[src/rtl/ram_scan_reader_pkg.sv]
// ram_scan_pkg: definitions shared by the RAM scan reader and the RAM wrapper.
//   state_t     - scan controller states; IDLE encodes as zero so that a reset
//                 controller reads back as all-zero on the debug port.
//   *_DEF       - default geometry and read latency of the 32x4 registered RAM.
package ram_scan_pkg;

    localparam int ADDR_W_DEF = 5;
    localparam int DATA_W_DEF = 4;
    localparam int RD_LAT_DEF = 1;

    typedef enum logic [2:0] {
        IDLE  = 3'd0,
        ADDR  = 3'd1,
        WAIT  = 3'd2,
        CAPT  = 3'd3,
        HOLD  = 3'd4,
        WRITE = 3'd5
    } state_t;

endpackage

[src/rtl/ram_scan_reader_tick_prescaler.sv]
// tick_prescaler: free-running divider that produces one tick every TICK_DIV
// enabled cycles.
//   clk, resetn - clock, asynchronous active-low reset
//   clr         - synchronous clear, wins over en (counter restarts at 0)
//   en          - count enable
//   tick        - high for the one cycle in which the count is TICK_DIV-1
module tick_prescaler #(
    parameter int TICK_DIV = 50_000_000
) (
    input  logic clk,
    input  logic resetn,
    input  logic clr,
    input  logic en,
    output logic tick
);

    localparam int CNT_W = $clog2(TICK_DIV);
    localparam logic [CNT_W-1:0] LAST = CNT_W'(TICK_DIV - 1);

    logic [CNT_W-1:0] cnt;

    assign tick = en && (cnt == LAST);

    always_ff @(posedge clk or negedge resetn) begin
        if (!resetn) begin
            cnt <= '0;
        end else if (clr) begin
            cnt <= '0;
        end else if (en) begin
            cnt <= tick ? '0 : cnt + CNT_W'(1);
        end
    end

endmodule

[src/rtl/ram_scan_reader.sv]
// ram_scan_reader: read-side controller for the 32x4 registered-input RAM.
// Sweeps addresses 0..2**ADDR_W-1, fetches each word and presents it on
// disp_*. Scanning advances on a prescaler tick (auto) or on step pulses
// (single). The controller owns the RAM port; external writes are slotted in
// only while idle or holding a displayed word, so they never split a read.
//
// Ports:
//   clk, resetn          clock, asynchronous active-low reset
//   start, stop, step    1-cycle control pulses
//   single               1 = single-step, 0 = auto advance every TICK_DIV
//   wr_req/wr_addr/      write request; addr/data stable while wr_req is high
//   wr_data/wr_ack
//   ram_addr/ram_din/    RAM port (registered outputs)
//   ram_we/ram_dout
//   disp_addr/disp_data/ displayed word and its valid flag
//   disp_valid
//   busy                 1 in every state except IDLE
//   wrap                 1-cycle pulse when the scan address rolls over to 0
//   dbg_state            current controller state
//
// Write handshake: the requester raises wr_req with wr_addr/wr_data stable and
// holds them until it sees wr_ack. wr_ack is high for exactly the one cycle in
// which ram_we drives the write, so the requester may drop wr_req on the cycle
// it samples wr_ack high.
module ram_scan_reader
    import ram_scan_pkg::*;
#(
    parameter int ADDR_W   = ADDR_W_DEF,
    parameter int DATA_W   = DATA_W_DEF,
    parameter int TICK_DIV = 50_000_000,
    parameter int RD_LAT   = RD_LAT_DEF
) (
    input  logic              clk,
    input  logic              resetn,
    input  logic              start,
    input  logic              stop,
    input  logic              single,
    input  logic              step,
    input  logic              wr_req,
    input  logic [ADDR_W-1:0] wr_addr,
    input  logic [DATA_W-1:0] wr_data,
    output logic              wr_ack,
    output logic [ADDR_W-1:0] ram_addr,
    output logic [DATA_W-1:0] ram_din,
    output logic              ram_we,
    input  logic [DATA_W-1:0] ram_dout,
    output logic [ADDR_W-1:0] disp_addr,
    output logic [DATA_W-1:0] disp_data,
    output logic              disp_valid,
    output logic              busy,
    output logic              wrap,
    output state_t            dbg_state
);

    localparam int WAIT_W = (RD_LAT > 1) ? $clog2(RD_LAT) : 1;
    localparam logic [WAIT_W-1:0] WAIT_LAST = WAIT_W'(RD_LAT - 1);

    state_t            state_q, state_d;
    logic [ADDR_W-1:0] scan_q, scan_d;
    logic [WAIT_W-1:0] wait_q, wait_d;
    logic              stop_pend_q, stop_pend_d;   // stop seen mid-fetch
    logic              single_q, single_d;         // mode sampled at HOLD entry
    logic              ret_hold_q, ret_hold_d;     // WRITE was entered from HOLD
    logic              reread_q, reread_d;         // WRITE hit the displayed word

    logic [ADDR_W-1:0] ram_addr_q, ram_addr_d;
    logic [DATA_W-1:0] ram_din_q, ram_din_d;
    logic              ram_we_q, ram_we_d;
    logic              wr_ack_q, wr_ack_d;
    logic [ADDR_W-1:0] disp_addr_q, disp_addr_d;
    logic [DATA_W-1:0] disp_data_q, disp_data_d;
    logic              disp_valid_q, disp_valid_d;
    logic              busy_q;
    logic              wrap_q, wrap_d;

    logic tick;
    logic presc_clr;
    logic presc_en;
    logic advance;

    // Prescaler is held clear outside HOLD, so every HOLD entry restarts it.
    assign presc_clr = (state_q != HOLD);
    assign presc_en  = (state_q == HOLD) && !single_q;

    tick_prescaler #(
        .TICK_DIV (TICK_DIV)
    ) u_tick_prescaler (
        .clk    (clk),
        .resetn (resetn),
        .clr    (presc_clr),
        .en     (presc_en),
        .tick   (tick)
    );

    // A step coinciding with a tick is one advance; tick is never high in
    // single mode and step is ignored in auto mode.
    assign advance = tick || (single_q && step);

    always_comb begin
        state_d      = state_q;
        scan_d       = scan_q;
        wait_d       = wait_q;
        stop_pend_d  = stop_pend_q;
        single_d     = single_q;
        ret_hold_d   = ret_hold_q;
        reread_d     = reread_q;
        ram_addr_d   = ram_addr_q;
        ram_din_d    = ram_din_q;
        ram_we_d     = 1'b0;
        wr_ack_d     = 1'b0;
        disp_addr_d  = disp_addr_q;
        disp_data_d  = disp_data_q;
        disp_valid_d = disp_valid_q;
        wrap_d       = 1'b0;

        case (state_q)
            IDLE: begin
                stop_pend_d = 1'b0;
                if (start) begin
                    state_d    = ADDR;
                    scan_d     = '0;
                    ram_addr_d = '0;
                end else if (wr_req) begin
                    state_d    = WRITE;
                    ram_addr_d = wr_addr;
                    ram_din_d  = wr_data;
                    ram_we_d   = 1'b1;
                    wr_ack_d   = 1'b1;
                    ret_hold_d = 1'b0;
                    reread_d   = 1'b0;
                end
            end

            ADDR: begin
                if (stop) stop_pend_d = 1'b1;
                state_d = WAIT;
                wait_d  = '0;
            end

            WAIT: begin
                if (stop) stop_pend_d = 1'b1;
                if (wait_q == WAIT_LAST) begin
                    state_d = CAPT;
                end else begin
                    wait_d = wait_q + 1'b1;
                end
            end

            CAPT: begin
                if (stop) stop_pend_d = 1'b1;
                disp_data_d  = ram_dout;
                disp_addr_d  = scan_q;
                disp_valid_d = 1'b1;
                single_d     = single;
                state_d      = HOLD;
            end

            HOLD: begin
                if (stop || stop_pend_q) begin
                    state_d     = IDLE;
                    stop_pend_d = 1'b0;
                end else if (wr_req) begin
                    state_d    = WRITE;
                    ram_addr_d = wr_addr;
                    ram_din_d  = wr_data;
                    ram_we_d   = 1'b1;
                    wr_ack_d   = 1'b1;
                    ret_hold_d = 1'b1;
                    reread_d   = (wr_addr == disp_addr_q);
                end else if (advance) begin
                    state_d    = ADDR;
                    scan_d     = scan_q + 1'b1;
                    ram_addr_d = scan_q + 1'b1;
                    wrap_d     = &scan_q;
                end
            end

            WRITE: begin
                if (stop && ret_hold_q) stop_pend_d = 1'b1;
                if (reread_q) begin
                    // The displayed word was overwritten: fetch it again.
                    state_d    = ADDR;
                    ram_addr_d = scan_q;
                end else if (ret_hold_q) begin
                    state_d  = HOLD;
                    single_d = single;
                end else begin
                    state_d = IDLE;
                end
            end

            default: begin
                state_d = IDLE;
            end
        endcase
    end

    always_ff @(posedge clk or negedge resetn) begin
        if (!resetn) begin
            state_q      <= IDLE;
            scan_q       <= '0;
            wait_q       <= '0;
            stop_pend_q  <= 1'b0;
            single_q     <= 1'b0;
            ret_hold_q   <= 1'b0;
            reread_q     <= 1'b0;
            ram_addr_q   <= '0;
            ram_din_q    <= '0;
            ram_we_q     <= 1'b0;
            wr_ack_q     <= 1'b0;
            disp_addr_q  <= '0;
            disp_data_q  <= '0;
            disp_valid_q <= 1'b0;
            busy_q       <= 1'b0;
            wrap_q       <= 1'b0;
        end else begin
            state_q      <= state_d;
            scan_q       <= scan_d;
            wait_q       <= wait_d;
            stop_pend_q  <= stop_pend_d;
            single_q     <= single_d;
            ret_hold_q   <= ret_hold_d;
            reread_q     <= reread_d;
            ram_addr_q   <= ram_addr_d;
            ram_din_q    <= ram_din_d;
            ram_we_q     <= ram_we_d;
            wr_ack_q     <= wr_ack_d;
            disp_addr_q  <= disp_addr_d;
            disp_data_q  <= disp_data_d;
            disp_valid_q <= disp_valid_d;
            busy_q       <= (state_d != IDLE);
            wrap_q       <= wrap_d;
        end
    end

    assign wr_ack     = wr_ack_q;
    assign ram_addr   = ram_addr_q;
    assign ram_din    = ram_din_q;
    assign ram_we     = ram_we_q;
    assign disp_addr  = disp_addr_q;
    assign disp_data  = disp_data_q;
    assign disp_valid = disp_valid_q;
    assign busy       = busy_q;
    assign wrap       = wrap_q;
    assign dbg_state  = state_q;

endmodule

[config.mk]
export PLATFORM = sky130hd
export DESIGN_NAME = ram_scan_reader
export DESIGN_NICKNAME = d
export VERILOG_FILES = /design/src/rtl/ram_scan_reader_pkg.sv /design/src/rtl/ram_scan_reader_tick_prescaler.sv /design/src/rtl/ram_scan_reader.sv
export SDC_FILE = /design/constraint.sdc
export NUM_CORES = 1
export LEC_CHECK = 0
export BUFFER_PORTS_ARGS = -buffer_cell sky130_fd_sc_hd__buf_2
export CAP_MARGIN = 10
export CORE_MARGIN = 2
export CORE_UTILIZATION = 40
export DETAILED_ROUTE_END_ITERATION = 7
export PLACE_DENSITY_LB_ADDON = 0.2
export SYNTH_ARGS = -nofsm -noshare
export SYNTH_HDL_FRONTEND = slang
export SYNTH_SLANG_ARGS = --single-unit
[constraint.sdc]
create_clock -name clk -period 2.1 [get_ports clk]
set_clock_uncertainty 0.1 [all_clocks]
set_input_delay 0.21 -clock clk [delete_from_list [all_inputs] [get_ports clk]]
set_output_delay 0.21 -clock clk [all_outputs]
set_load 0.02 [all_outputs]
# --- Word level (Yosys, flattened, before mapping) ---
# Cells that the tools add are included.
# Widths: inputs -> output; s select.
totals:
  regBits: 61
  out_inout_bits: 26
op_classes:
  addsub: 3
  n_eq_ne: 23
  n_mux: 52
  n_reduce_logical: 23
ops:
  columns: ["operator", "n"]
  rows:
  - ["$mux 26", 3]
  - ["$mux 5", 9]
  - ["$add 26x1->26 const B", 1]
  - ["$eq 26x26->1 const B", 1]
  - ["$mux 3", 8]
  - ["$ne 2x2->1 const B", 11]
  - ["$reduce_and 5->1", 4]
  - ["$mux 1", 19]
  - ["$pmux 3 s6", 1]
  - ["$pmux 5 s3", 1]
  - ["$mux 4", 3]
  - ["$pmux 1 s2", 5]
  - ["$pmux 5 s2", 1]
  - ["$ne 3x3->1 const B", 3]
  - ["$pmux 4 s2", 1]
  - ["$reduce_bool 2->1", 4]
  - ["$eq 3x2->1 const B", 2]
  - ["$eq 3x3->1 const B", 2]
  - ["$reduce_and 3->1", 2]
  - ["$reduce_bool 3->1", 2]
  - ["$add 5x1->5 const B", 1]
  - ["$eq 5x5->1", 1]
  - ["$logic_and 1x1->1", 4]
  - ["$ne 2x1->1 const B", 2]
  - ["other kinds (9)", 10]

# --- Logic depth before layout (Yosys ltp) ---
depth:
  word_depth: 9
  ltp_mapped: 7

# --- Hierarchy ---
# From an unflattened synthesis, not the netlist that was laid out.
hier_totals:
  cells_unflattened: 316
  hier_area_um2: 3264.4
modules_own_cells:
  columns: ["module", "n_inst", "cells_each", "area_per_inst_um2"]
  rows:
  - ["ram_scan_reader", 1, 161, 1801.7]
  - ["tick_prescaler", 1, 155, 1462.7]

# --- Worst setup path after synthesis ---
# OpenSTA, ideal clock, no wires.
synth_timing:
  kind: "register -> register"
  startpoint: "register u_tick_prescaler.cnt[9]"
  endpoint: "register ram_addr_q[0], in the netlist ram_addr[0]"
  setup_time_ns: 0.125
  arrival_ns: 2.105
  slack_ns: -0.230
  path_stages_with_launch: 6
  cell_sequence: "dfrtp_1 or4_4 nor4_4 nand2_2 a211o_2 mux2_4"
synth_between:
  elab_chain_len: 5
synth_lines:
  columns: ["item", "line", "rtl"]
  rows:
  - ["start, declared", "ram_scan_reader_tick_prescaler.sv:20", "logic [CNT_W-1:0] cnt;"]
  - ["start signal, assigned", "ram_scan_reader_tick_prescaler.sv:30", "cnt <= tick ? '0 : cnt + CNT_W'(1);"]
  - ["$eq 26x26->1", "ram_scan_reader_tick_prescaler.sv:22", "assign tick = en && (cnt == LAST);"]
  - ["$logic_and 1x1->1", "ram_scan_reader_tick_prescaler.sv:22", null]
  - ["$logic_or 1x1->1", "ram_scan_reader.sv:97", "assign advance = tick || (single_q && step);"]
  - ["$ne 3x3->1 (no line)", null, null]
  - ["$reduce_and 5->1 (no line)", null, null]
  - ["end signal, assigned", "ram_scan_reader.sv:224", "ram_addr_q <= ram_addr_d;"]
  - ["end, declared", "ram_scan_reader.sv:66", "logic [ADDR_W-1:0] ram_addr_q, ram_addr_d;"]
# Every way passes these cells.
# A chain may end at the register's enable or synchronous reset.

# --- Worst setup path after layout ---
layout_timing:
  startpoint: "register u_tick_prescaler.cnt[7]"
  endpoint: "register ram_addr_q[3], in the netlist ram_addr[3]"
# The elaborated chain is that of the path after synthesis.

==> results.md <==
- Status: complete, but fails checks
- Failing checks: negative setup slack
- Final Total Pwr: 4330 uW
- H-tree depth: 3
- Wirelength per Cell: 16.08 um
- ANT cells: 0
- Die W: 94.55 um
- Cell variety after synth: 53
- Reg2Reg Depth: 5
- Clock Power Share: 24.5%
- Clk_lat worst skew: 340 ps
- Bufs and invs on worst path: 0
- RSZ-0062 raised after global routing: yes
- Worst r2r src: u_tick_prescaler.cnt[7]
- Ys async rst share: 100.0%
- Die area: 0.008939 mm2
- Post-synth EDFFs: 0
- Yosys warnings: 0
- DR vias: 3103
- Worst-path clk slew: 80 ps
- CP Launch Point: u_tick_prescaler.cnt[7]
- # rows: 33
- Fin area: 0.004482 mm2
- Detail Route Antenna Nets: 0
- Syn_area_per_cell: 9.451 um2
- P_sw: 1639 uW
- Fraction of layout cells with a size suffix above 1: 38.58%
- Critical path type: register to register
- Cells after Synth: 347
- Family with the most delay on the worst path: simple AND/OR/NAND/NOR gates
- Worst slew margin: 55.11%
- Synthesized net count: 370
- Inst Count DP: 525
- Reg2reg end: ram_addr[3]
- Ys flop type: dfrtp_1
- Gr usage total: 20.38%
- Worst IR Drop VDD: 0.4707 mV
- WP data arrival: 2410 ps
- Synth-to-Final Area Change: 36.67%
- P_leak: 0.001987 uW
- Worst Path Required: 2220 ps
- Clock period minus worst slack: 2293 ps
- Max FO, Critical Path: 5
- CTS tree: done
- Last element of the critical path: ram_addr[3]
- Fill count: 755
- Worst-margin pin slew: 673.3 ps
- Yosys reg bits: 60
- Vias per Instance: 5.581
- Power density over the cells: 966.0 mW/mm2
- IO Count: 46
- Crit path launch type: register
- CP peak stage delay: 560 ps
- Global placement routability congestion: 0.8604
- Sw frac: 37.85%
- WL final: 8938 um
- Initial antenna violation count: 0
- Initial core utilization: 40.52%
- HPWL after DPL: 6076 um
- Critical Path End Type: register
- Hold Crit Class: primary input to register
- Sequential fraction of the synthesis area: 45.78%
- Slowest cell on the critical path: or4b_4
- First-pass GRT wire length: 14000 um
- Final net count: 469
- Hold Violations, Final: 0
- Logic pwr share: 41.0%
- IO buf count: 45
- Max Fclk: 0.4362 GHz
- Count of pins over their slew limit: 0
- Area after DPL: 0.003936 mm2
- Worst path cell trace: or4b_4 > nor4_4 > nand2_2 > a211o_4 > mux2_4
- CTS Buffer Depth: 2
- CTS Buf Count: 9
- DR DRC count: 0
- Final Setup Violations: 29
- Vias in the first global route: 2838
- Die H: 94.55 um
- Critical Path Stages: 5
- Initial DRC count: 150
- Root Buffer: clkbuf_8
- Core occupancy in the finished layout: 55.38%
- Pin count of the biggest net entering global routing: 35
- R2r setup slk: -190 ps
- Final cell count without fillers: 556
- Number of max-cap violations: 0
- Final WS setup: -192.7 ps
- Synth Cell Area: 0.003279 mm2
- Clock Sinks: 60
- Drt first pass iters: 4
- Sequential group share of total power: 34.5%
- Int Power: 2691 uW
- Fin crit share: 109.2%
- Core area: 0.008093 mm2
- Gr ovfl total: 0
-- worst min path at each step --
stage | from | depth (start not counted) | slack [ps] | end
global route | ram_dout[1] | 2 | 2 | disp_data[1]
global placement | resetn | 1 | 160 | wr_ack
finish | ram_dout[1] | 2 | 20 | disp_data[1]
CTS | single | 2 | 2 | single_q
floorplan | resetn | 0 | -190 | busy
detailed placement | resetn | 1 | 170 | wr_ack
-- power groups by stage --
stage          clock network, uW  registers [uW]  logic (uW)
3_3_place_gp                   0            1510        1620
3_5_place_dp                   0            1510        1640
6_report                    1060            1500        1770
2_1_floorplan                  0            1710         883
5_1_grt                     1140            1520        1920
4_1_cts                     1090            1500        1710
-- stage by stage --
step | worst slack, ps | setup TNS, ps | hold WS, ps
4_1_cts | -187.9 | -2277 | 2.171
3_5_place_dp | -179.5 | -3036 | 171.8
6_report | -192.7 | -2920 | 18.27
5_1_grt | -269.3 | -5567 | 2.481
3_3_place_gp | -149.8 | -2147 | 163.5
2_1_floorplan | -229.5 | -1504 | -185.6
-- sequential cells by signal (all words and copies together) (netlist names) --
register	count
u_tick_prescaler.cnt	26
disp_addr	5
ram_addr	5
scan_q	5
disp_data	4
ram_din	4
dbg_state	3
busy	1
disp_valid	1
reread_q	1
ret_hold_q	1
single_q	1
stop_pend_q	1
wr_ack	1
wrap	1
-- layout make-up --
cell class | instances | area (um2) | area share, %
Tap cell | 105 | 131.4 | 2.931
Multi-Input combinational cell | 262 | 1852 | 41.32
Sequential cell | 60 | 1501 | 33.50
Clock buffer | 11 | 151.4 | 3.378
Inverter | 5 | 18.77 | 0.4188
Clock inverter | 5 | 50.05 | 1.117
Timing Repair Buffer | 108 | 777.0 | 17.34
-- layout by cell type (no fill, tap or decap), drive strengths merged, types with 6 or more instances in the layout --
| cell type | instances |
|---|---|
| clkbuf | 11 |
| o21ai | 20 |
| nor3 | 10 |
| or3 | 7 |
| a21oi | 22 |
| or4 | 11 |
| xnor2 | 7 |
| dfrtp | 60 |
| nand3 | 9 |
| mux2 | 16 |
| dlygate4sd3 | 8 |
| nor4 | 7 |
| buf | 100 |
| nand4 | 15 |
| nand2b | 6 |
| nand2 | 44 |
| nor2 | 20 |
-- routing by layer --
metal	wire length, um	GRT usage [%]	up-vias
met5	0	0	-
met4	134	7.729	0
met3	297	3.352	13
met2	4246	31.25	67
met1	4259	28.97	1542
li1	-	-	1481
-- timing repair --
item | CTS | global route
setup endpoints to repair | 32 | 36
endpoints found under the hold margin | 33 | 0
gates resized for setup | 28 | 27
pin swaps | 18 | 15
setup buffers | 5 | 2
hold buffers | 8 | 0
-- cell families (layout without fill, tap and decap cells) --
group	Yosys count	count (layout)	share of synthesized area, %
simple gates	154	154	25.68
xor+xnor	11	11	2.938
mux	17	17	6.372
flops	60	60	45.78
fa+ha+maj	3	3	1.145
compound gates	77	77	15.07
buf+inv	25	129	3.014
-- synth_stat cells (3+ instances only) --
master,n,area [um2]
mux2_2,11,123.9
nor4_1,6,37.54
ha_1,3,37.54
a21boi_0,3,22.52
or3_1,7,43.79
or4_1,10,75.07
a21oi_1,22,110.1
o211ai_1,5,37.54
nand4_1,15,93.84
mux2_4,5,75.07
dfrtp_1,60,1501
nand3_1,9,45.04
nand2b_1,6,37.54
and3_1,5,31.28
nor2b_1,4,25.02
o22ai_1,3,18.77
nand2_1,43,161.4
nor2_1,20,75.07
nor3_1,10,50.05
xnor2_1,7,61.31
xor2_1,4,35.03
and2_1,5,31.28
clkbuf_1,16,60.06
nand3b_1,3,22.52
a31o_2,4,35.03
nor4b_1,4,35.03
o21ai_0,20,100.1
inv_1,5,18.77
Power figures use the tool's default switching activity.
